--- config.mk ---
export PLATFORM = sky130hd
export DESIGN_NAME = gs_pingpong_ctrl
export DESIGN_NICKNAME = d
export VERILOG_FILES = /design/src/rtl/gs_pingpong_ctrl.sv
export SDC_FILE = /design/constraint.sdc
export NUM_CORES = 1
export LEC_CHECK = 0
export CAP_MARGIN = 20
export CORE_AREA = 5 5 76 78
export DETAILED_ROUTE_END_ITERATION = 8
export DIE_AREA = 0 0 81 83
export PLACE_DENSITY = 0.69
export SYNTH_ARGS = -nofsm -noshare
export SYNTH_HDL_FRONTEND = slang
export SYNTH_SLANG_ARGS = --single-unit
--- constraint.sdc ---
create_clock -name clk -period 2.7 [get_ports clk]
set_input_delay 0.27 -clock clk [delete_from_list [all_inputs] [get_ports clk]]
set_output_delay 0.27 -clock clk [all_outputs]
set_load 0.05 [all_outputs]
--- src/rtl/gs_pingpong_ctrl.sv ---
`default_nettype none
// ============================================================================
//  Module      : gs_pingpong_ctrl
//  Description : Ping-pong line-buffer read controller. Picks a ready bank,
//                streams one line of read addresses, collects filter results
//                into the output buffer, then releases the bank. Drain phase
//                is guarded by a timeout that sets a sticky error flag.
//  Revision    : 1.0 - initial release
// ============================================================================
module gs_pingpong_ctrl #(
    parameter int LINE_LEN  = 256,
    parameter int ADDR_W    = 8,
    parameter int DRAIN_MAX = 32
) (
    input  logic              clk,
    input  logic              rst,
    input  logic              i_ctrl_en,
    input  logic [1:0]        i_bank_ready,
    input  logic              i_op_valid_out,
    output logic              o_ram0_rd_en,
    output logic              o_ram1_rd_en,
    output logic [ADDR_W-1:0] o_rd_addr,
    output logic              o_filt_start,
    output logic              o_out_wr_en,
    output logic [ADDR_W-1:0] o_out_wr_addr,
    output logic [1:0]        o_bank_release,
    output logic              o_line_done,
    output logic              o_busy,
    output logic              o_err
);

    localparam int                 DRAIN_W      = (DRAIN_MAX > 1) ? $clog2(DRAIN_MAX + 1) : 1;
    localparam logic [ADDR_W-1:0]  c_LAST_ADDR  = ADDR_W'(LINE_LEN - 1);
    localparam logic [ADDR_W:0]    c_LINE_LEN   = (ADDR_W + 1)'(LINE_LEN);
    localparam logic [DRAIN_W-1:0] c_DRAIN_LAST = DRAIN_W'(DRAIN_MAX - 1);

    typedef enum logic [2:0] {
        S_IDLE  = 3'd0,
        S_START = 3'd1,
        S_READ  = 3'd2,
        S_DRAIN = 3'd3,
        S_DONE  = 3'd4
    } state_t;

    // Control state
    state_t             r_state;
    logic               r_cur_bank;
    logic               r_last_served;
    logic [ADDR_W-1:0]  r_rd_addr;
    logic [ADDR_W:0]    r_wr_cnt;       // one extra bit so LINE_LEN = 2^ADDR_W is reachable
    logic [DRAIN_W-1:0] r_drain_cnt;

    // Registered outputs
    logic               r_ram0_rd_en;
    logic               r_ram1_rd_en;
    logic               r_filt_start;
    logic               r_out_wr_en;
    logic [ADDR_W-1:0]  r_out_wr_addr;
    logic [1:0]         r_bank_release;
    logic               r_line_done;
    logic               r_busy;
    logic               r_err;

    // Next-state values
    state_t             w_state_nxt;
    logic               w_cur_bank_nxt;
    logic               w_last_served_nxt;
    logic [ADDR_W-1:0]  w_rd_addr_nxt;
    logic [ADDR_W:0]    w_wr_cnt_nxt;
    logic [DRAIN_W-1:0] w_drain_cnt_nxt;
    logic               w_ram0_rd_en_nxt;
    logic               w_ram1_rd_en_nxt;
    logic               w_filt_start_nxt;
    logic               w_out_wr_en_nxt;
    logic [ADDR_W-1:0]  w_out_wr_addr_nxt;
    logic [1:0]         w_bank_release_nxt;
    logic               w_line_done_nxt;
    logic               w_busy_nxt;
    logic               w_err_nxt;

    logic               w_accept;
    logic [ADDR_W:0]    w_wr_cnt_inc;
    logic               w_sel_bank;

    // Next-state, counter and output decode; outputs follow the next state so
    // that every output is a flop aligned with the state it belongs to
    always_comb begin
        w_state_nxt        = r_state;
        w_cur_bank_nxt     = r_cur_bank;
        w_last_served_nxt  = r_last_served;
        w_rd_addr_nxt      = r_rd_addr;
        w_wr_cnt_nxt       = r_wr_cnt;
        w_drain_cnt_nxt    = r_drain_cnt;
        w_err_nxt          = r_err;

        // Filter results only count while a line is in flight
        w_accept     = i_op_valid_out && ((r_state == S_READ) || (r_state == S_DRAIN));
        w_wr_cnt_inc = r_wr_cnt + {{ADDR_W{1'b0}}, w_accept};

        // Both ready: alternate away from the last served bank
        w_sel_bank = (i_bank_ready == 2'b11) ? ~r_last_served : i_bank_ready[1];

        case (r_state)
            S_IDLE: begin
                if (i_ctrl_en && (i_bank_ready != 2'b00)) begin
                    w_state_nxt    = S_START;
                    w_cur_bank_nxt = w_sel_bank;
                end
            end
            S_START: begin
                w_rd_addr_nxt   = '0;
                w_wr_cnt_nxt    = '0;
                w_drain_cnt_nxt = '0;
                w_state_nxt     = S_READ;
            end
            S_READ: begin
                w_wr_cnt_nxt = w_wr_cnt_inc;
                if (r_rd_addr == c_LAST_ADDR) begin
                    w_rd_addr_nxt = '0;
                    w_state_nxt   = S_DRAIN;
                end else begin
                    w_rd_addr_nxt = r_rd_addr + 1'b1;
                end
            end
            S_DRAIN: begin
                w_wr_cnt_nxt = w_wr_cnt_inc;
                if (w_wr_cnt_inc >= c_LINE_LEN) begin
                    w_state_nxt = S_DONE;
                end else if (r_drain_cnt == c_DRAIN_LAST) begin
                    w_err_nxt   = 1'b1;
                    w_state_nxt = S_DONE;
                end else begin
                    w_drain_cnt_nxt = r_drain_cnt + 1'b1;
                end
            end
            S_DONE: begin
                w_last_served_nxt = r_cur_bank;
                w_state_nxt       = S_IDLE;
            end
            default: begin
                w_state_nxt = S_IDLE;
            end
        endcase

        w_ram0_rd_en_nxt   = (w_state_nxt == S_READ) && !w_cur_bank_nxt;
        w_ram1_rd_en_nxt   = (w_state_nxt == S_READ) &&  w_cur_bank_nxt;
        w_filt_start_nxt   = (w_state_nxt == S_START);
        w_out_wr_en_nxt    = w_accept;
        w_line_done_nxt    = (w_state_nxt == S_DONE);
        w_busy_nxt         = (w_state_nxt != S_IDLE);
        w_bank_release_nxt = 2'b00;
        if (w_state_nxt == S_DONE) begin
            w_bank_release_nxt = w_cur_bank_nxt ? 2'b10 : 2'b01;
        end

        // Write address is presented alongside its strobe and held in between
        w_out_wr_addr_nxt = r_out_wr_addr;
        if (w_state_nxt == S_START) begin
            w_out_wr_addr_nxt = '0;
        end else if (w_accept) begin
            w_out_wr_addr_nxt = r_wr_cnt[ADDR_W-1:0];
        end
    end

    // State, counter and output registers with synchronous reset
    always_ff @(posedge clk) begin
        if (rst) begin
            r_state        <= S_IDLE;
            r_cur_bank     <= 1'b0;
            r_last_served  <= 1'b1;
            r_rd_addr      <= '0;
            r_wr_cnt       <= '0;
            r_drain_cnt    <= '0;
            r_ram0_rd_en   <= 1'b0;
            r_ram1_rd_en   <= 1'b0;
            r_filt_start   <= 1'b0;
            r_out_wr_en    <= 1'b0;
            r_out_wr_addr  <= '0;
            r_bank_release <= 2'b00;
            r_line_done    <= 1'b0;
            r_busy         <= 1'b0;
            r_err          <= 1'b0;
        end else begin
            r_state        <= w_state_nxt;
            r_cur_bank     <= w_cur_bank_nxt;
            r_last_served  <= w_last_served_nxt;
            r_rd_addr      <= w_rd_addr_nxt;
            r_wr_cnt       <= w_wr_cnt_nxt;
            r_drain_cnt    <= w_drain_cnt_nxt;
            r_ram0_rd_en   <= w_ram0_rd_en_nxt;
            r_ram1_rd_en   <= w_ram1_rd_en_nxt;
            r_filt_start   <= w_filt_start_nxt;
            r_out_wr_en    <= w_out_wr_en_nxt;
            r_out_wr_addr  <= w_out_wr_addr_nxt;
            r_bank_release <= w_bank_release_nxt;
            r_line_done    <= w_line_done_nxt;
            r_busy         <= w_busy_nxt;
            r_err          <= w_err_nxt;
        end
    end

    assign o_ram0_rd_en   = r_ram0_rd_en;
    assign o_ram1_rd_en   = r_ram1_rd_en;
    assign o_rd_addr      = r_rd_addr;
    assign o_filt_start   = r_filt_start;
    assign o_out_wr_en    = r_out_wr_en;
    assign o_out_wr_addr  = r_out_wr_addr;
    assign o_bank_release = r_bank_release;
    assign o_line_done    = r_line_done;
    assign o_busy         = r_busy;
    assign o_err          = r_err;

endmodule
`default_nettype wire

==> results by group, run 1 <==
Global route
  – Largest net degree at the start of global routing: 27
  – First-pass GRT wire length: 7.624 mm
  – Antenna violations before repair: 0
  – Vias in the first global route: 1624
  – Remaining global-route overflow: 0
  – Global-route usage over all layers: 0.1383

Timing
  – RSZ-0062 raised after global routing: false
  – Fin. max-slew vios: 0
  – Final setup TNS: 0 ns
  – Fmax: 405.4 MHz
  – Fin. Hold Viols: 0
  – Min cycle time layout: 2.467 ns
  – Rel. slew slack: 0.6652
  – Finish-stage setup viols: 0
  – Clock skew: 0.005690 ns
  – Period utilization: 0.9136
  – Slew @ Worst Pin: 0.5006 ns

Flow run
  – Max cap viols: 0

Worst hold path
  – Hold Path Class: reg -> reg
  – WHS Path Cells: 2
  – WHS Endpoint: o_out_wr_addr[3]
  – Hold path startpoint: o_out_wr_addr[3]

Pwr
  – Pwr Density: 526.1 mW/mm^2
  – Lkg Pwr: 0.8968 nW
  – Maximum vdd ir drop: 0.2233 mV

Clocking
  – Hold buffers post-CTS: 0
  – Root Buffer: clkbuf_8
  – Clk sinks: 45
  – Post-CTS resize count: 0
  – Worst-path clk slew: 0.09 ns
  – Clock Path Buffers: 2
  – H-tree depth: 2
  – Post-CTS Setup Inserts: 0
  – Clk_lat worst skew: 0.29 ns
  – CTS buffer count: 5
  – CTS tree: built

Floorplan
  – Row count: 26
  – Die area: 0.006723 mm^2
  – Starting density of the core: 0.3999
  – CORE AREA: 0.005010 mm^2
  – Die width: 81 um
  – # IOs: 31
  – Die Height: 83 um

Detailed routing
  – Via count: 1779
  – DRC: 0
  – Routed WL: 4.471 mm
  – Initial DRC Count: 132
  – Via density: 5.172
  – DR pass1 iterations: 4
  – Wire per inst: 13.00 um
  – Post-detailed-route count of antenna-violating nets: 0

Place
  – Input/output buffers: 30
  – DP Wirelength: 3.150 mm
  – GPL Wtd Cong: 0.8182
  – Placed Instance Area: 0.002401 mm^2
  – Inst Count DP: 336

Critical path
  – Maximum fanout along the worst path: 10
  – R2R Path End: r_drain_cnt[5]
  – R2R cell count: 10
  – R2r startpoint: r_state[1]
  – Endpoint class of the critical path: register
  – Worst setup SP type: register
  – Reg2reg setup slack: 0.23 ns
  – Worst EP arrival: 2.69 ns
  – Setup CP Type: reg -> reg
  – Required time of the worst setup path: 2.93 ns

Logic synthesis
  – Syn_nets: 251
  – EDFF count, synth: 0
  – Post-Syn Area per Cell: 8.312 um^2
  – Post-Syn Area: 0.002003 mm^2
  – Synth Flop Type: dfxtp_1
  – Largest family of logic cells by synthesized area: simple AND/OR/NAND/NOR gates
  – Post-synthesis mux area share: 0.02748
  – Synth Register Bits: 45
  – Xor and xnor area share after synthesis: 0.004372
  – Compound-Gate Fraction of Synth Area: 0.1993
  – Synth warn: 0
  – Register area share after synthesis: 0.4497
  – Async S/R FF share, synth: 0
  – Library cells used by synthesis: 49
  – Synth Instances: 241
  – Simple-gate portion of the synthesized area: 0.2536
  – Post-Synth Adder-Cell Area: 0.02498

Finish
  – Most frequent cells in the layout: dfxtp_1 (45), clkdlybuf4s50_1 (30), nand2_1 (28)
  – Fill cells: 509
  – Leading cell type in the layout, fill and taps excluded: dfxtp_1
  – Layout area overhead: 25.86%
  – Finished Cell Area: 0.002521 mm^2
  – Fin cells: 344
  – N_diodes: 0
  – Post-layout nets: 283
  – Layout cells sized above 1: 0.1022

Status
  – Status: finished clean
state kept, by name, summed over array words and instances (netlist names):
name / cells
o_bank_release: 2
o_filt_start: 1
o_line_done: 1
o_out_wr_addr: 8
r_wr_cnt: 9
r_cur_bank: 1
r_last_served: 1
r_state: 3
r_drain_cnt: 6
o_rd_addr: 8
o_out_wr_en: 1
o_busy: 1
o_ram0_rd_en: 1
o_err: 1
o_ram1_rd_en: 1
worst max path at each step:
stage                               from             end  slack, ns  cells past startpoint
final                         r_state[1]  r_drain_cnt[5]       0.23                     10
after global routing          r_state[1]  r_drain_cnt[5]       0.01                     10
after CTS                     r_state[1]  r_drain_cnt[5]       0.24                     10
after detailed placement  i_op_valid_out  r_drain_cnt[5]       0.07                     10
after global placement    i_op_valid_out  r_drain_cnt[5]       0.14                     10
after floorplan               r_state[1]  r_drain_cnt[5]       0.01                     12
synth_stat cells (4+ instances only):
cell type  count  area share
inv_1          5      0.0094
o21ai_0       13       0.032
nand2_1       28       0.052
mux2_2         4       0.022
buf_1          4      0.0075
nor3_1         8       0.020
and3_1         5       0.016
nand3_1        9       0.022
clkbuf_1       6       0.011
nor2_1        26       0.049
nor4_1         4       0.012
dfxtp_1       45        0.45
a22oi_1        6       0.022
ha_1           4       0.025
a21oi_1       25       0.062
stage by stage:
stage,utilization,hold WS [ns],total power [mW],setup slack (ns)
floorplan,-,0.3578,0.7709,0.01341
global placement,0.4793,0.4440,0.8127,0.1353
detailed placement,0.4793,0.4482,0.8125,0.07450
CTS,0.5032,0.4606,1.336,0.2406
global route,0.5032,0.4784,1.378,0.01433
finish,0.5032,0.4560,1.326,0.2334
worst max-delay path: stages, from the launching register on:
cell and delay, ns:
dfxtp_1 0.37, nor2b_4 0.17, nand2_1 0.09, clkinv_2 0.05, ha_1 0.18, ha_1 0.23
nand4_2 0.14, o21a_1 0.24, o21ba_1 0.29, or4_1 0.49, a21oi_1 0.14
metal layers:
metal,track usage,part of all wire,vias up
met5,0,0,-
met4,0.04147,0.0098,0
met3,0.02706,0.044,5
met2,0.1972,0.41,44
met1,0.2072,0.53,804
li1,-,-,926
kinds of logic (layout without fill, tap and decap cells):
| family | after synthesis | in the layout |
|---|---|---|
| simple gates | 103 | 103 |
| flops | 45 | 45 |
| buf+inv | 19 | 52 |
| compound gates | 64 | 64 |
| fa+ha+maj | 4 | 4 |
| xor+xnor | 1 | 1 |
| mux | 5 | 5 |
cell type report:
class                      count  area [um^2]  area share
clock buffer                   6        82.58     0.03275
tap                           70        87.58     0.03474
timing repair buffer          38        360.3      0.1429
sequential                    45        900.9      0.3573
clock inverter                 2        37.54     0.01489
inverter                       6        23.77    0.009429
multi-input combinational    177         1028      0.4079
power by group:
group / leakage [nW] / switching [mW] / total [mW] / internal (mW)
sequential: 0.363 / 0.00846 / 0.680 / 0.672
clock: 0.0574 / 0.228 / 0.529 / 0.301
combinational: 0.476 / 0.0768 / 0.117 / 0.0403
Power figures use the tool's default switching activity.
==> inputs of run 2 (changes only) <==
--- a/config.mk
+++ b/config.mk
@@ -6,10 +6,11 @@
 export NUM_CORES = 1
 export LEC_CHECK = 0
 export CAP_MARGIN = 20
-export CORE_AREA = 5 5 76 78
+export CORE_AREA = 5 5 68 70
+export CTS_CLUSTER_DIAMETER = 30
 export DETAILED_ROUTE_END_ITERATION = 8
-export DIE_AREA = 0 0 81 83
-export PLACE_DENSITY = 0.69
+export DIE_AREA = 0 0 73 75
+export PLACE_DENSITY = 0.81
 export SYNTH_ARGS = -nofsm -noshare
 export SYNTH_HDL_FRONTEND = slang
 export SYNTH_SLANG_ARGS = --single-unit
==> constraint.sdc (replaced) <==
create_clock -name clk -period 2.53 [get_ports clk]
set_input_delay 0.253 -clock clk [delete_from_list [all_inputs] [get_ports clk]]
set_output_delay 0.253 -clock clk [all_outputs]
set_load 0.05 [all_outputs]
==> run 2 against run 1 <==
  * Global-route usage grew 4.3 points
  * Sequential share of layout area shrank 0.19 points
  * Critical endpoint unchanged
  * Clock skew grew 0.0046 ns
  * Flip-flop and latch count is the same
  * Power grew 6.8%
  * Final area grew 0.55%
  * Final cell count shrank 4.9%
  * Register-to-register slack lost 0.08 ns
  * Clock-buffer cell count is the same
  * Sequential power grew 6.8%
==> results by group, run 2 (synthesized netlist as in run 1, its figures left out) <==
Critical path
  – Endpoint class of the critical path: register
  – CP max stage delay: 0.49 ns (about the same)
  – WP buf/inv: 1 (unchanged)
  – Top delay family on crit path: simple AND/OR/NAND/NOR gates
  – Worst EP arrival: 2.61 ns (-0.08 ns)
  – Maximum fanout along the worst path: 7 (-3)
  – Slowest CP cell: or4_1
  – Worst setup SP type: register
  – Required time of the worst setup path: 2.76 ns (-0.17 ns)
  – Setup CP Type: reg -> reg
  – CP most frequent cell: ha_2
  – Crit path cell chain: nor2b_4 > nand2_4 > clkinv_4 > ha_2 > ha_2 > nand4_2 > o21a_1 > o21ba_1 > or4_1 > a21oi_1

Detailed routing
  – Post-detailed-route count of antenna-violating nets: 0 (unchanged)
  – Via density: 5.627 (+8.8%)
  – Routed WL: 4.531 mm (+1.3%)
  – Via count: 1840 (+3.4%)
  – DRC: 0 (unchanged)
  – Wire per inst: 13.86 um (+6.6%)
  – DR pass1 iterations: 4 (unchanged)
  – Initial DRC Count: 147 (+11%)

Clocking
  – Post-CTS resize count: 0 (unchanged)
  – CTS buffer count: 5 (unchanged)
  – Root Buffer: clkbuf_8
  – Post-CTS Setup Inserts: 0 (unchanged)
  – Clk sinks: 45 (unchanged)
  – H-tree depth: 2 (unchanged)
  – CTS tree: built
  – Clk_lat worst skew: 0.30 ns (about the same)
  – Hold buffers post-CTS: 0 (unchanged)
  – Clock Path Buffers: 2 (unchanged)
  – Worst-path clk slew: 0.09 ns (about the same)

Place
  – GPL Wtd Cong: 0.8501 (+3.9%)
  – Inst Count DP: 319 (-5.1%)
  – Input/output buffers: 30 (unchanged)
  – Placed Instance Area: 0.002415 mm^2 (+0.57%)
  – Dpl ws: -0.01731 ns (-0.09181 ns)
  – DP Wirelength: 3.182 mm (+1.0%)

Finish
  – Max reg flops: 9 (unchanged)
  – Layout area overhead: 26.55%
  – Post-layout nets: 286 (+1.1%)
  – Largest Register: r_wr_cnt
  – Most frequent cells in the layout: dfxtp_1 (45), clkdlybuf4s50_1 (30), nand2_1 (27)
  – N_diodes: 0 (unchanged)
  – Layout cells sized above 1: 0.1227 (+0.02055)
  – Finished Cell Area: 0.002535 mm^2 (+0.55%)
  – Fin cells: 327 (-4.9%)
  – Leading cell type in the layout, fill and taps excluded: dfxtp_1

Global route
  – Largest net degree at the start of global routing: 20 (-26%)
  – Vias in the first global route: 1734 (+6.8%)
  – Remaining global-route overflow: 0 (unchanged)
  – Global-route usage over all layers: 0.1810 (+0.04277)
  – Antenna violations before repair: 0 (unchanged)
  – First-pass GRT wire length: 7.721 mm (+1.3%)

Pwr
  – Maximum vdd ir drop: 0.2952 mV (+32%)
  – Lkg Pwr: 0.9143 nW (+1.9%)
  – Pwr Density: 558.8 mW/mm^2 (+6.2%)

Floorplan
  – Die area: 0.005475 mm^2 (-19%)
  – Die Height: 75 um (-9.6%)
  – Die width: 73 um (-9.9%)
  – CORE AREA: 0.003914 mm^2 (-22%)
  – # IOs: 31 (unchanged)
  – Starting density of the core: 0.5118 (+0.1120)
  – Row count: 23 (-12%)

Flow run
  – Max cap viols: 0 (unchanged)

Timing
  – Min cycle time layout: 2.376 ns (-0.09053 ns)
  – WHS: 0.4552 ns (-0.0007870 ns)
  – Finish-stage setup viols: 0 (unchanged)
  – Fmax: 420.9 MHz (+3.8%)
  – Fin. Hold Viols: 0 (unchanged)
  – Rel. slew slack: 0.6494 (-0.01577)
  – Period utilization: 0.9392 (+0.02560)
  – Final WS setup: 0.1539 ns (-0.07947 ns)
  – Slew @ Worst Pin: 0.5259 ns (+0.02522 ns)
  – Final setup TNS: 0 ns (unchanged)
  – Fin. max-slew vios: 0 (unchanged)
  – Clock skew: 0.01033 ns (+0.004643 ns)
  – RSZ-0062 raised after global routing: false

Worst hold path
  – Hold Path Class: reg -> reg

Status
  – Status: finished clean
[run 2: through the flow]
step / total power [mW] / utilization
final: 1.416 / 0.6477
after CTS: 1.426 / 0.6477
after global routing: 1.467 / 0.6477
after detailed placement: 0.8689 / 0.6170
after global placement: 0.8676 / 0.6170
after floorplan: 0.8249 / -
[run 2: worst paths after layout]
path                 endpoint        startpoint  depth (start not counted)  slack (ns)
max            r_drain_cnt[5]        r_state[1]                         10        0.15
min          o_out_wr_addr[6]  o_out_wr_addr[6]                          2        0.46
max reg2reg    r_drain_cnt[5]        r_state[1]                         10        0.15
min reg2reg  o_out_wr_addr[6]  o_out_wr_addr[6]                          2        0.46
[run 2: layout make-up]
class,instances,area (um^2)
Inverter,6,27.53
Tap cell,50,62.56
Fill cell,365,1379
Timing Repair Buffer,41,382.9
Sequential cell,45,900.9
Multi-Input combinational cell,177,1041
Clock buffer,6,82.58
Clock inverter,2,37.54
[run 2: worst register-to-register path, delay by kind of cell (launching register included)]
kind	cells	cell delay, ns
adders and majority gates	2	0.37
AOI/OAI and AO/OA	3	0.62
buffers and inverters	1	0.04
DFF	1	0.35
and+or+nand+nor	4	0.92
[run 2: per-layer routing]
metal  track usage  up-vias  routed length [um]
met4       0.06557        0                  58
li1              -      939                   -
met1        0.2230      860                2136
met5             0        -                   0
met2        0.3098       36                2158
met3       0.04139        5                 178
[run 2: power by group]
group | switching, mW | internal (mW)
logic | 0.0847 | 0.0438
clock network | 0.241 | 0.321
registers | 0.00886 | 0.717
total | 0.335 | 1.08
==> inputs of run 3 (changes only) <==
--- a/config.mk
+++ b/config.mk
@@ -5,11 +5,11 @@
 export SDC_FILE = /design/constraint.sdc
 export NUM_CORES = 1
 export LEC_CHECK = 0
-export CAP_MARGIN = 20
 export CORE_AREA = 5 5 68 70
 export CTS_CLUSTER_DIAMETER = 30
 export DETAILED_ROUTE_END_ITERATION = 8
 export DIE_AREA = 0 0 73 75
+export GPL_ROUTABILITY_DRIVEN = 0
 export PLACE_DENSITY = 0.81
 export SYNTH_ARGS = -nofsm -noshare
 export SYNTH_HDL_FRONTEND = slang
==> results of run 3 <==
No change in the layout: final DEF, timing and power equal those of run 2.
